==> src/rtl/urd_rx_fdec_ctrl_mc_if.sv <==
// urd_rx_fdec_ctrl_mc_if: job-info, RX FIFO, rxl and FD job queue signals of the frame-decode controller
interface urd_rx_fdec_ctrl_mc_if #(
   parameter int N_CH  = 4,
   parameter int CH_W  = 2,
   parameter int ERR_W = 8,
   parameter int TO_W  = 8
);
   logic [N_CH-1:0]   job_avail;
   logic [3*N_CH-1:0] job_err;
   logic [N_CH-1:0]   job_zero_pl;
   logic              slot_avail;
   logic              slot_avail_early;
   logic              rxf_lower_dav;
   logic              rxf_upper_dav;
   logic              rxl_concat;
   logic [ERR_W-1:0]  ev_inc_err;
   logic [ERR_W-1:0]  ev_oversize_ip;
   logic [ERR_W-1:0]  ev_eth_head_err;
   logic [TO_W-1:0]   timeout_cfg;
   logic [N_CH-1:0]   job_pop;
   logic [CH_W-1:0]   ch_sel;
   logic              pl64_read;
   logic              hdr_read;
   logic              rxl_load_lower;
   logic              rxl_load_upper;
   logic              rxf_stop;
   logic              wr_job;
   logic              wr_err_job;
   logic [ERR_W-1:0]  err_id;
   logic              timeout_evt;

   modport master (
      output job_avail, job_err, job_zero_pl, slot_avail, slot_avail_early,
             rxf_lower_dav, rxf_upper_dav, rxl_concat, ev_inc_err, ev_oversize_ip,
             ev_eth_head_err, timeout_cfg,
      input  job_pop, ch_sel, pl64_read, hdr_read, rxl_load_lower, rxl_load_upper,
             rxf_stop, wr_job, wr_err_job, err_id, timeout_evt
   );

   modport slave (
      input  job_avail, job_err, job_zero_pl, slot_avail, slot_avail_early,
             rxf_lower_dav, rxf_upper_dav, rxl_concat, ev_inc_err, ev_oversize_ip,
             ev_eth_head_err, timeout_cfg,
      output job_pop, ch_sel, pl64_read, hdr_read, rxl_load_lower, rxl_load_upper,
             rxf_stop, wr_job, wr_err_job, err_id, timeout_evt
   );
endinterface

==> src/rtl/urd_rx_fdec_ctrl_mc.sv <==
// urd_rx_fdec_ctrl_mc: round-robin multi-channel RX frame-decode controller with starvation watchdog
module urd_rx_fdec_ctrl_mc #(
   parameter int N_CH  = 4,
   parameter int CH_W  = 2,
   parameter int ERR_W = 8,
   parameter int TO_W  = 8
) (
   input logic                   clk,
   input logic                   rst,
   urd_rx_fdec_ctrl_mc_if.slave  bus
);
   localparam logic [2:0] IDLE        = 3'd0;
   localparam logic [2:0] PL64        = 3'd1;
   localparam logic [2:0] RXL_WAIT    = 3'd2;
   localparam logic [2:0] CONCAT_WAIT = 3'd3;
   localparam logic [2:0] PL64_CONCAT = 3'd4;
   localparam logic [2:0] ERR_HDR     = 3'd5;

   logic [2:0]      state, state_nxt;
   logic [CH_W-1:0] ch_q, rr_ptr, g;
   logic [ERR_W-1:0] err_q;
   logic            zpl_q;
   logic [TO_W-1:0] wd_cnt;
   logic [CH_W:0]   pick_r;
   logic [2:0]      g_err;
   logic            grant, dav, wd_on, wd_fire;
   logic [N_CH-1:0] pop;
   logic            pl64, hdr, ld_lo, ld_up, wj, wej;

   // {valid, index} of the first available channel at or after ptr, wrapping
   function automatic logic [CH_W:0] pick(input logic [N_CH-1:0] av, input logic [CH_W-1:0] ptr);
      logic [CH_W:0] r, s;
      r = '0;
      for (int i = N_CH - 1; i >= 0; i--) begin
         s = {1'b0, ptr} + (CH_W+1)'(i);
         if (s >= (CH_W+1)'(N_CH)) s = s - (CH_W+1)'(N_CH);
         if (av[s[CH_W-1:0]]) r = {1'b1, s[CH_W-1:0]};
      end
      return r;
   endfunction

   assign pick_r = pick(bus.job_avail, rr_ptr);
   assign g      = pick_r[CH_W-1:0];
   assign grant  = bus.slot_avail & pick_r[CH_W];
   assign g_err  = bus.job_err[3*int'(g) +: 3];
   assign dav    = bus.rxf_lower_dav | bus.rxf_upper_dav;
   assign wd_on  = (state == PL64 && !zpl_q) || state == PL64_CONCAT || state == ERR_HDR;
   assign wd_fire = wd_on && bus.timeout_cfg != '0 && wd_cnt == bus.timeout_cfg - TO_W'(1) && !dav;

   always_comb begin
      state_nxt = state;
      pop = '0;
      pl64 = 1'b0;
      hdr = 1'b0;
      ld_lo = 1'b0;
      ld_up = 1'b0;
      wj = 1'b0;
      wej = 1'b0;
      case (state)
         IDLE: if (grant) begin
            pop = N_CH'(1) << g;
            pl64 = 1'b1;
            hdr = |g_err;
            state_nxt = |g_err ? ERR_HDR : PL64;
         end
         PL64: begin
            ld_lo = zpl_q | bus.rxf_lower_dav;
            ld_up = zpl_q | bus.rxf_upper_dav;
            hdr = ld_up;
            state_nxt = ld_up ? RXL_WAIT : PL64;
         end
         RXL_WAIT: begin
            wj = 1'b1;
            pl64 = bus.rxl_concat & bus.slot_avail_early;
            state_nxt = !bus.rxl_concat ? IDLE : bus.slot_avail_early ? PL64_CONCAT : CONCAT_WAIT;
         end
         CONCAT_WAIT: begin
            pl64 = bus.slot_avail;
            state_nxt = bus.slot_avail ? PL64_CONCAT : CONCAT_WAIT;
         end
         PL64_CONCAT: begin
            ld_lo = bus.rxf_lower_dav;
            ld_up = bus.rxf_upper_dav;
            state_nxt = bus.rxf_upper_dav ? RXL_WAIT : PL64_CONCAT;
         end
         ERR_HDR: begin
            wej = bus.rxf_lower_dav;
            state_nxt = bus.rxf_lower_dav ? IDLE : ERR_HDR;
         end
         default: state_nxt = IDLE;
      endcase
      if (wd_fire) begin
         wej = 1'b1;
         state_nxt = IDLE;
      end
   end

   assign bus.job_pop        = rst ? '0 : pop;
   assign bus.pl64_read      = pl64 & ~rst;
   assign bus.hdr_read       = hdr & ~rst;
   assign bus.rxl_load_lower = ld_lo & ~rst;
   assign bus.rxl_load_upper = ld_up & ~rst;
   assign bus.wr_job         = wj & ~rst;
   assign bus.wr_err_job     = wej & ~rst;
   assign bus.rxf_stop       = wd_fire & ~rst;
   assign bus.timeout_evt    = wd_fire & ~rst;
   assign bus.err_id         = wd_fire ? bus.ev_inc_err : err_q;
   assign bus.ch_sel         = ch_q;

   always_ff @(posedge clk or posedge rst) begin
      if (rst) begin
         state  <= IDLE;
         ch_q   <= '0;
         rr_ptr <= '0;
         err_q  <= '0;
         zpl_q  <= 1'b0;
         wd_cnt <= '0;
      end else begin
         state  <= state_nxt;
         wd_cnt <= (state_nxt != state || dav) ? '0 : &wd_cnt ? wd_cnt : wd_cnt + TO_W'(1);
         if (state == IDLE && grant) begin
            ch_q   <= g;
            rr_ptr <= (g == CH_W'(N_CH - 1)) ? '0 : g + CH_W'(1);
            zpl_q  <= bus.job_zero_pl[g];
            if (|g_err)
               err_q <= g_err[0] ? bus.ev_inc_err : g_err[1] ? bus.ev_oversize_ip : bus.ev_eth_head_err;
         end
      end
   end
endmodule
==> src/flat_wrapper.sv <==
// flat-port wrapper written by rule: the top's interface ports become plain ports
module urd_rx_fdec_ctrl_mc_flat 
#(
   parameter int N_CH  = 4,
   parameter int CH_W  = 2,
   parameter int ERR_W = 8,
   parameter int TO_W  = 8
)
  (clk, rst, bus_job_avail, bus_job_err, bus_job_zero_pl, bus_slot_avail, bus_slot_avail_early, bus_rxf_lower_dav, bus_rxf_upper_dav, bus_rxl_concat, bus_ev_inc_err, bus_ev_oversize_ip, bus_ev_eth_head_err, bus_timeout_cfg, bus_job_pop, bus_ch_sel, bus_pl64_read, bus_hdr_read, bus_rxl_load_lower, bus_rxl_load_upper, bus_rxf_stop, bus_wr_job, bus_wr_err_job, bus_err_id, bus_timeout_evt);
  urd_rx_fdec_ctrl_mc_if #(.N_CH(N_CH), .CH_W(CH_W), .ERR_W(ERR_W), .TO_W(TO_W)) bus_i ();
  input logic clk;
  input logic rst;
  input wire logic [$bits(bus_i.job_avail)-1:0] bus_job_avail;
  input wire logic [$bits(bus_i.job_err)-1:0] bus_job_err;
  input wire logic [$bits(bus_i.job_zero_pl)-1:0] bus_job_zero_pl;
  input wire logic [$bits(bus_i.slot_avail)-1:0] bus_slot_avail;
  input wire logic [$bits(bus_i.slot_avail_early)-1:0] bus_slot_avail_early;
  input wire logic [$bits(bus_i.rxf_lower_dav)-1:0] bus_rxf_lower_dav;
  input wire logic [$bits(bus_i.rxf_upper_dav)-1:0] bus_rxf_upper_dav;
  input wire logic [$bits(bus_i.rxl_concat)-1:0] bus_rxl_concat;
  input wire logic [$bits(bus_i.ev_inc_err)-1:0] bus_ev_inc_err;
  input wire logic [$bits(bus_i.ev_oversize_ip)-1:0] bus_ev_oversize_ip;
  input wire logic [$bits(bus_i.ev_eth_head_err)-1:0] bus_ev_eth_head_err;
  input wire logic [$bits(bus_i.timeout_cfg)-1:0] bus_timeout_cfg;
  output wire logic [$bits(bus_i.job_pop)-1:0] bus_job_pop;
  output wire logic [$bits(bus_i.ch_sel)-1:0] bus_ch_sel;
  output wire logic [$bits(bus_i.pl64_read)-1:0] bus_pl64_read;
  output wire logic [$bits(bus_i.hdr_read)-1:0] bus_hdr_read;
  output wire logic [$bits(bus_i.rxl_load_lower)-1:0] bus_rxl_load_lower;
  output wire logic [$bits(bus_i.rxl_load_upper)-1:0] bus_rxl_load_upper;
  output wire logic [$bits(bus_i.rxf_stop)-1:0] bus_rxf_stop;
  output wire logic [$bits(bus_i.wr_job)-1:0] bus_wr_job;
  output wire logic [$bits(bus_i.wr_err_job)-1:0] bus_wr_err_job;
  output wire logic [$bits(bus_i.err_id)-1:0] bus_err_id;
  output wire logic [$bits(bus_i.timeout_evt)-1:0] bus_timeout_evt;
  assign bus_i.job_avail = bus_job_avail;
  assign bus_i.job_err = bus_job_err;
  assign bus_i.job_zero_pl = bus_job_zero_pl;
  assign bus_i.slot_avail = bus_slot_avail;
  assign bus_i.slot_avail_early = bus_slot_avail_early;
  assign bus_i.rxf_lower_dav = bus_rxf_lower_dav;
  assign bus_i.rxf_upper_dav = bus_rxf_upper_dav;
  assign bus_i.rxl_concat = bus_rxl_concat;
  assign bus_i.ev_inc_err = bus_ev_inc_err;
  assign bus_i.ev_oversize_ip = bus_ev_oversize_ip;
  assign bus_i.ev_eth_head_err = bus_ev_eth_head_err;
  assign bus_i.timeout_cfg = bus_timeout_cfg;
  assign bus_job_pop = bus_i.job_pop;
  assign bus_ch_sel = bus_i.ch_sel;
  assign bus_pl64_read = bus_i.pl64_read;
  assign bus_hdr_read = bus_i.hdr_read;
  assign bus_rxl_load_lower = bus_i.rxl_load_lower;
  assign bus_rxl_load_upper = bus_i.rxl_load_upper;
  assign bus_rxf_stop = bus_i.rxf_stop;
  assign bus_wr_job = bus_i.wr_job;
  assign bus_wr_err_job = bus_i.wr_err_job;
  assign bus_err_id = bus_i.err_id;
  assign bus_timeout_evt = bus_i.timeout_evt;
  urd_rx_fdec_ctrl_mc #(.N_CH(N_CH), .CH_W(CH_W), .ERR_W(ERR_W), .TO_W(TO_W)) u_core (.clk(clk), .rst(rst), .bus(bus_i));
endmodule
==> config.mk <==
export PLATFORM = sky130hd
export DESIGN_NAME = urd_rx_fdec_ctrl_mc_flat
export DESIGN_NICKNAME = d
export VERILOG_FILES = /design/src/rtl/urd_rx_fdec_ctrl_mc_if.sv /design/src/rtl/urd_rx_fdec_ctrl_mc.sv /design/src/flat_wrapper.sv
export SDC_FILE = /design/constraint.sdc
export NUM_CORES = 1
export LEC_CHECK = 0
export BUFFER_PORTS_ARGS = -buffer_cell sky130_fd_sc_hd__buf_2
export CAP_MARGIN = 20
export CORE_AREA = 3 3 70 72
export CTS_CLUSTER_SIZE = 8
export DETAILED_ROUTE_END_ITERATION = 10
export DIE_AREA = 0 0 73 75
export PLACE_DENSITY = 0.95
export SLEW_MARGIN = 30
export SYNTH_ARGS = -nofsm -noshare
export SYNTH_HDL_FRONTEND = slang
export SYNTH_SLANG_ARGS = --single-unit
==> constraint.sdc <==
create_clock -name clk -period 3.55 [get_ports clk]
set_input_delay 0.355 -clock clk [delete_from_list [all_inputs] [get_ports clk]]
set_output_delay 0.355 -clock clk [all_outputs]
set_load 0.005 [all_outputs]
==> results of run 1 <==
-- synth_stat cells (2+ instances only) --
library cell  number  area [um^2]
and3_1            11         68.8
nor3_1            16         80.1
nor4_1             4         25.0
o21ai_0           24          120
and3b_1            2         17.5
clkbuf_1           5         18.8
mux2_4             8          120
nor3b_1            3         22.5
mux2_2             9          101
a31oi_1           10         62.6
buf_4              2         15.0
xnor2_1            8         70.1
nand3_1           19         95.1
a21oi_1           16         80.1
nor4b_1            2         17.5
o21bai_1           2         15.0
inv_1              9         33.8
and2_1             3         18.8
nor2_1            11         41.3
a211oi_1           2         15.0
nand4b_1           6         52.6
buf_6              2         22.5
nand2b_1           4         25.0
dfrtp_1           24          601
nor2b_1            7         43.8
and3_2             3         22.5
ha_1               7         87.6
xor2_1             6         52.6
nand2_1           22         82.6
nand4_1            3         18.8
a21o_1             2         15.0
-- metal layers --
| metal | track usage, % | vias up | wire (um) |
|---|---|---|---|
| met5 | 0 | - | 0 |
| met3 | 2.94 | 18 | 426 |
| met4 | 10.9 | 0 | 153 |
| li1 | - | 1200 | - |
| met1 | 29.9 | 1132 | 2600 |
| met2 | 41.5 | 130 | 3160 |
-- through the flow --
| step | total power, uW | worst slack (ns) | hold slack [ns] | instances |
|---|---|---|---|---|
| after floorplan | 1190 | 1.03 | 0.473 | 283 |
| after global placement | 1370 | 0.612 | 0.470 | 403 |
| after detailed placement | 1420 | 0.558 | 0.476 | 403 |
| after CTS | 1670 | 0.452 | 0.205 | 407 |
| after global routing | 1800 | 0.319 | 0.242 | 407 |
| final | 1680 | 0.460 | 0.196 | 407 |
-- power groups by stage --
stage               combinational [uW]  sequential (uW)  clock, uW
finish                             956              483        241
floorplan                          771              418          0
CTS                                944              478        244
detailed placement                 940              478          0
global route                      1050              495        260
global placement                   900              475          0
-- sequential cells by signal (all words and copies together) (netlist names) --
register           count
u_core.bus.ch_sel      2
u_core.err_q           8
u_core.rr_ptr          2
u_core.state           3
u_core.wd_cnt          8
u_core.zpl_q           1
-- final timing paths --
path                            slack (ns)                   end  cells past startpoint
max in group asynchronous             3.10      u_core.wd_cnt[0]                      3
min in group clk                      0.48          u_core.zpl_q                      5
worst max-delay path                  0.46         bus_err_id[1]                      6
worst min register to register        0.50  u_core.bus.ch_sel[1]                      2
worst max register to register        0.76      u_core.wd_cnt[1]                      6
worst min-delay path                  0.20          u_core.zpl_q                      3
-- layout make-up --
class | instances | area, um^2 | share of cell area (%)
Multi-Input combinational cell | 235 | 1650 | 57.9
Inverter | 10 | 42.5 | 1.50
Clock buffer | 3 | 41.3 | 1.45
Timing Repair Buffer | 82 | 415 | 14.6
Sequential cell | 24 | 601 | 21.1
Clock inverter | 1 | 30.0 | 1.06
Tap cell | 52 | 65.1 | 2.29
-- worst max-delay path, delay by kind of cell, from the launching register on --
family          cells  cell delay, ns
flops               1            0.60
compound gates      2            0.62
simple gates        2            0.72
buf+inv             1            0.13
mux                 1            0.40
-- cell families after synthesis --
logic type	after synthesis	synth area share [%]
AO/OA/AOI/OAI	75	22.4
XOR/XNOR	14	5.16
adder cells (fa/ha/maj)	7	3.69
buffers and inverters	24	5.64
flip-flops	24	25.3
multiplexers	17	9.33
AND/OR/NAND/NOR	122	28.5
==> results.toml, run 1 <==
[floorplanning]
die_y_um = 75
fp.dieW_um = 73
num_io_pins = 81
fp-row-count = 24
start_util_pct = 54.5
floorplan.core_area_um2 = 4350
dieArea_um2 = 5480

[sta]
min_period_over_period_pct = 87.0
tightest_slew_ns = 0.787
setup_viol = 0
drv_slew = 0
tns_ns = 0
relSlewSlack_pct = 47.0
rsz0062_at_grt = "false"
hold_viol_final = 0
layout_min_cycle_time_ns = 3.09
fmax_mhz = 324
finalClockSkew_ns = 0.00429

[yosys]
synth.yosys.seq_area_share_pct = 25.3
synth_area_per_cell_um2 = 8.39
ys_ff_latch = 24
synth_cell_types = 62
syn_nets = 349
synth_edf_count = 0
synth_cells = 283
yosysWarnings = 0
syn_area_um2 = 2370
synth_ff_type = "dfrtp_1"
async_flop_share_pct = 100

[worst_setup_path]
crit_slowest_cell = "dfrtp_1"
cp-start-kind = "flop"
critical_path.max_stage_delay_ns = 0.60
critPathArrivalTime_ns = 2.74
crit_type = "reg2out"
crit_path_max_fanout = 15
crit_start = "u_core.state[0]"
timing.rr.start = "u_core.state[2]"
path_cells = "nor2b_1 > o2111ai_1 > or3_1 > a2111oi_4 > mux2_2 > buf_2"
cp-end-kind = "primary output"
worstPathRequired_ns = 3.19

[min_path]
hold_path_class = "in2async"

[power_and_ir_drop]
sw_frac_of_total_pct = 42.7
p_switching_uw = 717
ir_worst_vdd_mv = 0.387
p_leak_uw = 0.00134
p_seq_share_pct = 28.7
intPower_uw = 963
p_per_area_nw_per_um2 = 591
clkPwrFrac_pct = 14.3
combPwrFrac_pct = 56.9

[detailed_routing]
via_per_inst = 6.09
ant_nets = 0
totalWireLength_um = 6340
drtIter0Drc = 194
wl_per_cell_um = 15.6
vias = 2480
drc_errors = 0
drtPass1Iterations = 5

[finish]
layout_commonest_cell = "buf_2"
area_delta_synth_final_pct = 19.6
layout_common_cells = "80 x buf_2, 24 x o21ai_0, 24 x dfrtp_1"
antennaDiodeCount = 0
drive_above_1_share_pct = 33.2
nNetsFinal = 422
final_area_um2 = 2840
fillers = 342
final_util_pct = 65.2

[cts]
cts.htree.levels = 1
cts_tree = "yes"
clkSlewWorstSetupHoldPaths_ns = 0.08
clock-root-buffer = "clkbuf_8"
cts_resized = 0
hold_buffers = 0
post_cts_buffers = 0
cts_buffers = 3
insertion_delay_ns = 0.27
cts_num_sinks = 24
cts_buffer_depth = 2

[outcome]
status = "finished, final reports clean"

[global_route]
grt_first_pass_wirelength_um = 10500
grt_max_degree = 29
antenna_found_initial = 0
grt_pass1_vias = 2350
grt_overflow = 0
grt.total_usage_pct = 24.0

[flow_run]
maxCapViolations = 0

[place]
port-buffer-count = 80
place_hpwl_um = 4880
gp_congestion = 0.870
dpl_cell_area_um2 = 2760
Power figures use the tool's default switching activity.
==> inputs of run 2 (changes only) <==
--- a/config.mk
+++ b/config.mk
@@ -7,10 +7,10 @@
 export LEC_CHECK = 0
 export BUFFER_PORTS_ARGS = -buffer_cell sky130_fd_sc_hd__buf_2
 export CAP_MARGIN = 20
-export CORE_AREA = 3 3 70 72
+export CORE_AREA = 2 2 69 71
 export CTS_CLUSTER_SIZE = 8
 export DETAILED_ROUTE_END_ITERATION = 10
-export DIE_AREA = 0 0 73 75
+export DIE_AREA = 0 0 71 73
 export PLACE_DENSITY = 0.95
 export SLEW_MARGIN = 30
 export SYNTH_ARGS = -nofsm -noshare
==> results.toml, run 2 (synthesis gave the netlist of run 1 again) <==
[global_route]
grt_first_pass_wirelength_um = 9760
grt_max_degree = 24
antenna_found_initial = 0
grt.total_usage_pct = 23.1
grt_pass1_vias = 2255
grt_overflow = 0

[flow_run]
maxCapViolations = 0

[place]
gp_congestion = 0.884
port-buffer-count = 80
place_hpwl_um = 4600
dpl_cell_area_um2 = 2770

[worst_setup_path]
critPathArrivalTime_ns = 2.70
crit_slowest_cell = "dfrtp_1"
worstPathRequired_ns = 3.19
cp-end-kind = "primary output"
crit_type = "reg2out"
critical_path.max_stage_delay_ns = 0.74
path_cells = "o2111ai_1 > or3_1 > a2111oi_4 > mux2_2 > buf_2"
crit_path_max_fanout = 22
cp-start-kind = "flop"

[min_path]
hold_path_class = "in2async"

[floorplanning]
floorplan.core_area_um2 = 4540
num_io_pins = 81
start_util_pct = 52.4
fp-row-count = 25
dieArea_um2 = 5180
fp.dieW_um = 71
die_y_um = 73

[sta]
fmax_mhz = 328
layout_min_cycle_time_ns = 3.05
drv_slew = 0
setup_viol = 0
rsz0062_at_grt = "false"
relSlewSlack_pct = 45.7
hold_viol_final = 0
tns_ns = 0
tightest_slew_ns = 0.810
finalClockSkew_ns = 0.00330
min_period_over_period_pct = 85.9

[cts]
cts_buffer_depth = 2
cts_buffers = 3
cts.htree.levels = 1
cts_tree = "yes"
clkSlewWorstSetupHoldPaths_ns = 0.09
hold_buffers = 0
cts_num_sinks = 24
insertion_delay_ns = 0.27
clock-root-buffer = "clkbuf_8"
post_cts_buffers = 0
cts_resized = 0

[power_and_ir_drop]
p_per_area_nw_per_um2 = 587
ir_worst_vdd_mv = 0.322
p_leak_uw = 0.00134
power_uw = 1670

[finish]
final_area_um2 = 2840
layout_common_cells = "80 x buf_2, 24 x o21ai_0, 24 x dfrtp_1"
largestRegisters = "u_core.err_q (8), u_core.wd_cnt (8), u_core.state (3)"
nNetsFinal = 422
layout_commonest_cell = "buf_2"
fillers = 346
final_util_pct = 62.6
antennaDiodeCount = 0
area_delta_synth_final_pct = 19.5
drive_above_1_share_pct = 33.0

[detailed_routing]
ant_nets = 0
via_per_inst = 6.02
drc_errors = 0
drtIter0Drc = 154
totalWireLength_um = 5890
vias = 2463
drtPass1Iterations = 5
wl_per_cell_um = 14.4

[outcome]
status = "finished, final reports clean"
-- run 2: cell counts in the layout (fill, tap and decap cells not counted) --
Identical to the previous run, type by type.
-- run 2: area by class of cell --
type                       instances  area [um^2]  area share (%)
clock buffer                       3         41.3            1.46
timing repair buffer              82          415            14.6
inverter                          10         42.5            1.50
multi-input combinational        235         1640            57.8
tap                               54         67.6            2.38
clock inverter                     1         30.0            1.06
sequential                        24          601            21.2
-- run 2: worst paths after layout --
check / from / endpoint / slack [ns] / cells after the start
setup / recovery: u_core.state[2] / bus_err_id[1] / 0.50 / 5
min in group clk: bus_rxf_upper_dav / u_core.state[1] / 0.47 / 3
hold / removal: rst / u_core.bus.ch_sel[1] / 0.02 / 2
setup reg to reg: u_core.state[2] / u_core.wd_cnt[7] / 0.86 / 6
hold reg to reg: u_core.bus.ch_sel[0] / u_core.bus.ch_sel[0] / 0.50 / 2
max in group asynchronous: rst / u_core.wd_cnt[5] / 3.00 / 3
-- run 2: per-stage QoR --
step | setup WS (ns) | instances | hold slack (ns)
floorplan | 1.03 | 283 | 0.473
global placement | 0.616 | 405 | 0.313
detailed placement | 0.573 | 405 | 0.321
CTS | 0.502 | 409 | 0.0232
global route | 0.320 | 409 | 0.0627
finish | 0.499 | 409 | 0.0242
-- run 2: worst max-delay path: cells and delay by family (launching register included) --
family                 cells  cell delay [ns]
AO/OA/AOI/OAI              2             0.70
buffers and inverters      1             0.13
multiplexers               1             0.40
AND/OR/NAND/NOR            1             0.45
flip-flops                 1             0.74
-- run 2: power breakdown --
part           switching [uW]  total [uW]  internal, uW  leakage (uW)
combinational             494         940           447      0.000996
sequential                112         478           366      0.000304
clock                    96.0         247           151     0.0000357
-- run 2: routing by layer --
layer / vias to the layer above / part of all wire [%] / track usage, %
met1: 1156 / 42 / 29.4
li1: 1194 / - / -
met4: 0 / 1.2 / 7.97
met2: 104 / 51 / 41.1
met3: 9 / 6.1 / 2.21
met5: - / 0 / 0
==> inputs of run 3 (changes only) <==
--- a/config.mk
+++ b/config.mk
@@ -7,11 +7,11 @@
 export LEC_CHECK = 0
 export BUFFER_PORTS_ARGS = -buffer_cell sky130_fd_sc_hd__buf_2
 export CAP_MARGIN = 20
-export CORE_AREA = 2 2 69 71
+export CORE_AREA = 2 2 72 74
 export CTS_CLUSTER_SIZE = 8
 export DETAILED_ROUTE_END_ITERATION = 10
-export DIE_AREA = 0 0 71 73
-export PLACE_DENSITY = 0.95
+export DIE_AREA = 0 0 74 76
+export PLACE_DENSITY = 0.89
 export SLEW_MARGIN = 30
 export SYNTH_ARGS = -nofsm -noshare
 export SYNTH_HDL_FRONTEND = slang
==> constraint.sdc (replaced) <==
create_clock -name clk -period 2.9 [get_ports clk]
set_input_delay 0.29 -clock clk [delete_from_list [all_inputs] [get_ports clk]]
set_output_delay 0.29 -clock clk [all_outputs]
set_load 0.005 [all_outputs]
==> results.toml, run 3 (synthesis gave the netlist of run 1 again) <==
[worst_setup_path]
path_cells = "nor3_1 > o2111ai_1 > or3_1 > a2111o_1 > nor2_1 > buf_2"
crit_path_max_fanout = 10
cp_top_family = "simple AND/OR/NAND/NOR gates"
path_buf_inv = 1
critical_path.max_stage_delay_ns = 0.49
crit_slowest_cell = "dfrtp_1"
worstPathRequired_ns = 2.61
crit_type = "reg2out"
critPathArrivalTime_ns = 2.50
cp-start-kind = "flop"
cp-end-kind = "primary output"

[sta]
whs_ns = 0.435
min_period_over_period_pct = 96.2
relSlewSlack_pct = 50.0
finalClockSkew_ns = 0.00504
setup_slack_ns = 0.109
tightest_slew_ns = 0.742
rsz0062_at_grt = "false"
layout_min_cycle_time_ns = 2.79
hold_viol_final = 0
tns_ns = 0
drv_slew = 0
fmax_mhz = 358
setup_viol = 0

[detailed_routing]
wl_per_cell_um = 14.3
drtIter0Drc = 111
drc_errors = 0
ant_nets = 0
vias = 2436
totalWireLength_um = 6200
drtPass1Iterations = 4
met2WireLength_um = 3200
top_layer_used = "met4"
wl_met3_um = 342
drt-met1-wl_um = 2610
via_per_inst = 5.63

[place]
post-place-ws_ns = 0.0951
place_hpwl_um = 4790
gp_congestion = 0.916
port-buffer-count = 80

[global_route]
grt_max_degree = 24
antenna_found_initial = 0
grt_overflow = 0
grt.total_usage_pct = 22.4
grt_pass1_vias = 2360
grt_first_pass_wirelength_um = 10300

[finish]
antennaDiodeCount = 0
seq_area_um2 = 602
nNetsFinal = 430
area_delta_synth_final_pct = 24.7
drive_above_1_share_pct = 36.1
largestRegisters = "u_core.err_q (8), u_core.wd_cnt (8), u_core.state (3)"
layout_commonest_cell = "buf_2"
fillers = 414
layout_common_cells = "80 x buf_2, 23 x dfrtp_1, 22 x nand2_1, 22 x o21ai_0, 19 x nand3_1"
multi_input_area_um2 = 1680

[cts]
clock-root-buffer = "clkbuf_8"
cts_num_sinks = 24
cts_buffer_depth = 2
insertion_delay_ns = 0.27
clkSlewWorstSetupHoldPaths_ns = 0.09
cts_buffers = 3
cts.htree.levels = 1
cts_tree = "yes"

[power_and_ir_drop]
ir_worst_vdd_mv = 0.525
p_per_area_nw_per_um2 = 714
p_leak_uw = 0.00138
power_uw = 2110

[floorplanning]
fp-row-count = 26
die_y_um = 76
floorplan.core_area_um2 = 4910
num_io_pins = 81
dieArea_um2 = 5620
fp.dieW_um = 74
start_util_pct = 48.3

[outcome]
status = "finished, final reports clean"

[min_path]
hold_path_class = "in2reg"

[flow_run]
maxCapViolations = 0
## run 3: cell types whose count changed in the layout (fill, tap and decap cells not counted), sizes merged
cell         delta
dlygate4sd3     +1
buf             +7
## run 3: repair_timing
| action | in CTS | in global routing |
|---|---|---|
| hold buffers | 1 | 0 |
| gates resized for setup | 0 | 13 |
| endpoints found under the hold margin | 1 | 0 |
| buffers inserted | 0 | 1 |
| setup endpoints to repair | 0 | 11 |
## run 3: stage by stage
step | std cells | cell area [um^2] | utilization [%]
after floorplan | 283 | 2370 | -
after global placement | 427 | 2830 | 57.6
after global routing | 433 | 2960 | 60.3
after detailed placement | 427 | 2830 | 57.6
final | 433 | 2960 | 60.3
after CTS | 432 | 2910 | 59.3
## run 3: path summary, 6_finish.rpt
kind,start,endpoint,slack (ns),cells past startpoint
setup / recovery,u_core.state[1],bus_rxf_stop,0.11,6
hold / removal,bus_rxf_upper_dav,u_core.state[1],0.43,3
setup reg to reg,u_core.state[2],u_core.wd_cnt[3],0.41,6
hold reg to reg,u_core.bus.ch_sel[1],u_core.bus.ch_sel[1],0.52,2
max in group asynchronous,rst,u_core.rr_ptr[1],1.78,4
min in group asynchronous,rst,u_core.bus.ch_sel[1],0.58,3
## run 3: routing by layer
metal | vias up | global-route usage (%)
met5 | - | 0
met4 | 0 | 5.45
met3 | 6 | 3.04
met2 | 76 | 38.6
met1 | 1141 | 29.2
li1 | 1213 | -
## run 3: area by class of cell
class                   count  area share, %
multi-input cells         235           56.7
clock inverters             1           1.01
inverters                  10           1.44
well taps                  70           2.96
flip-flops and latches     24           20.3
clock buffers               3           1.39
repair buffers             90           16.1
## run 3: power breakdown
part	leakage (uW)	total, uW	switching [uW]	internal [uW]
Combinational	0.00104	1250	650	599
Sequential	0.000302	563	113	450
Clock	0.0000357	302	118	185
Total	0.00138	2110	880	1230
## run 3: tightest hold or removal path: cells and delay by family
kind | cells | cell delay (ns)
AOI/OAI and AO/OA | 2 | 0.24
buffers and inverters | 1 | 0.14
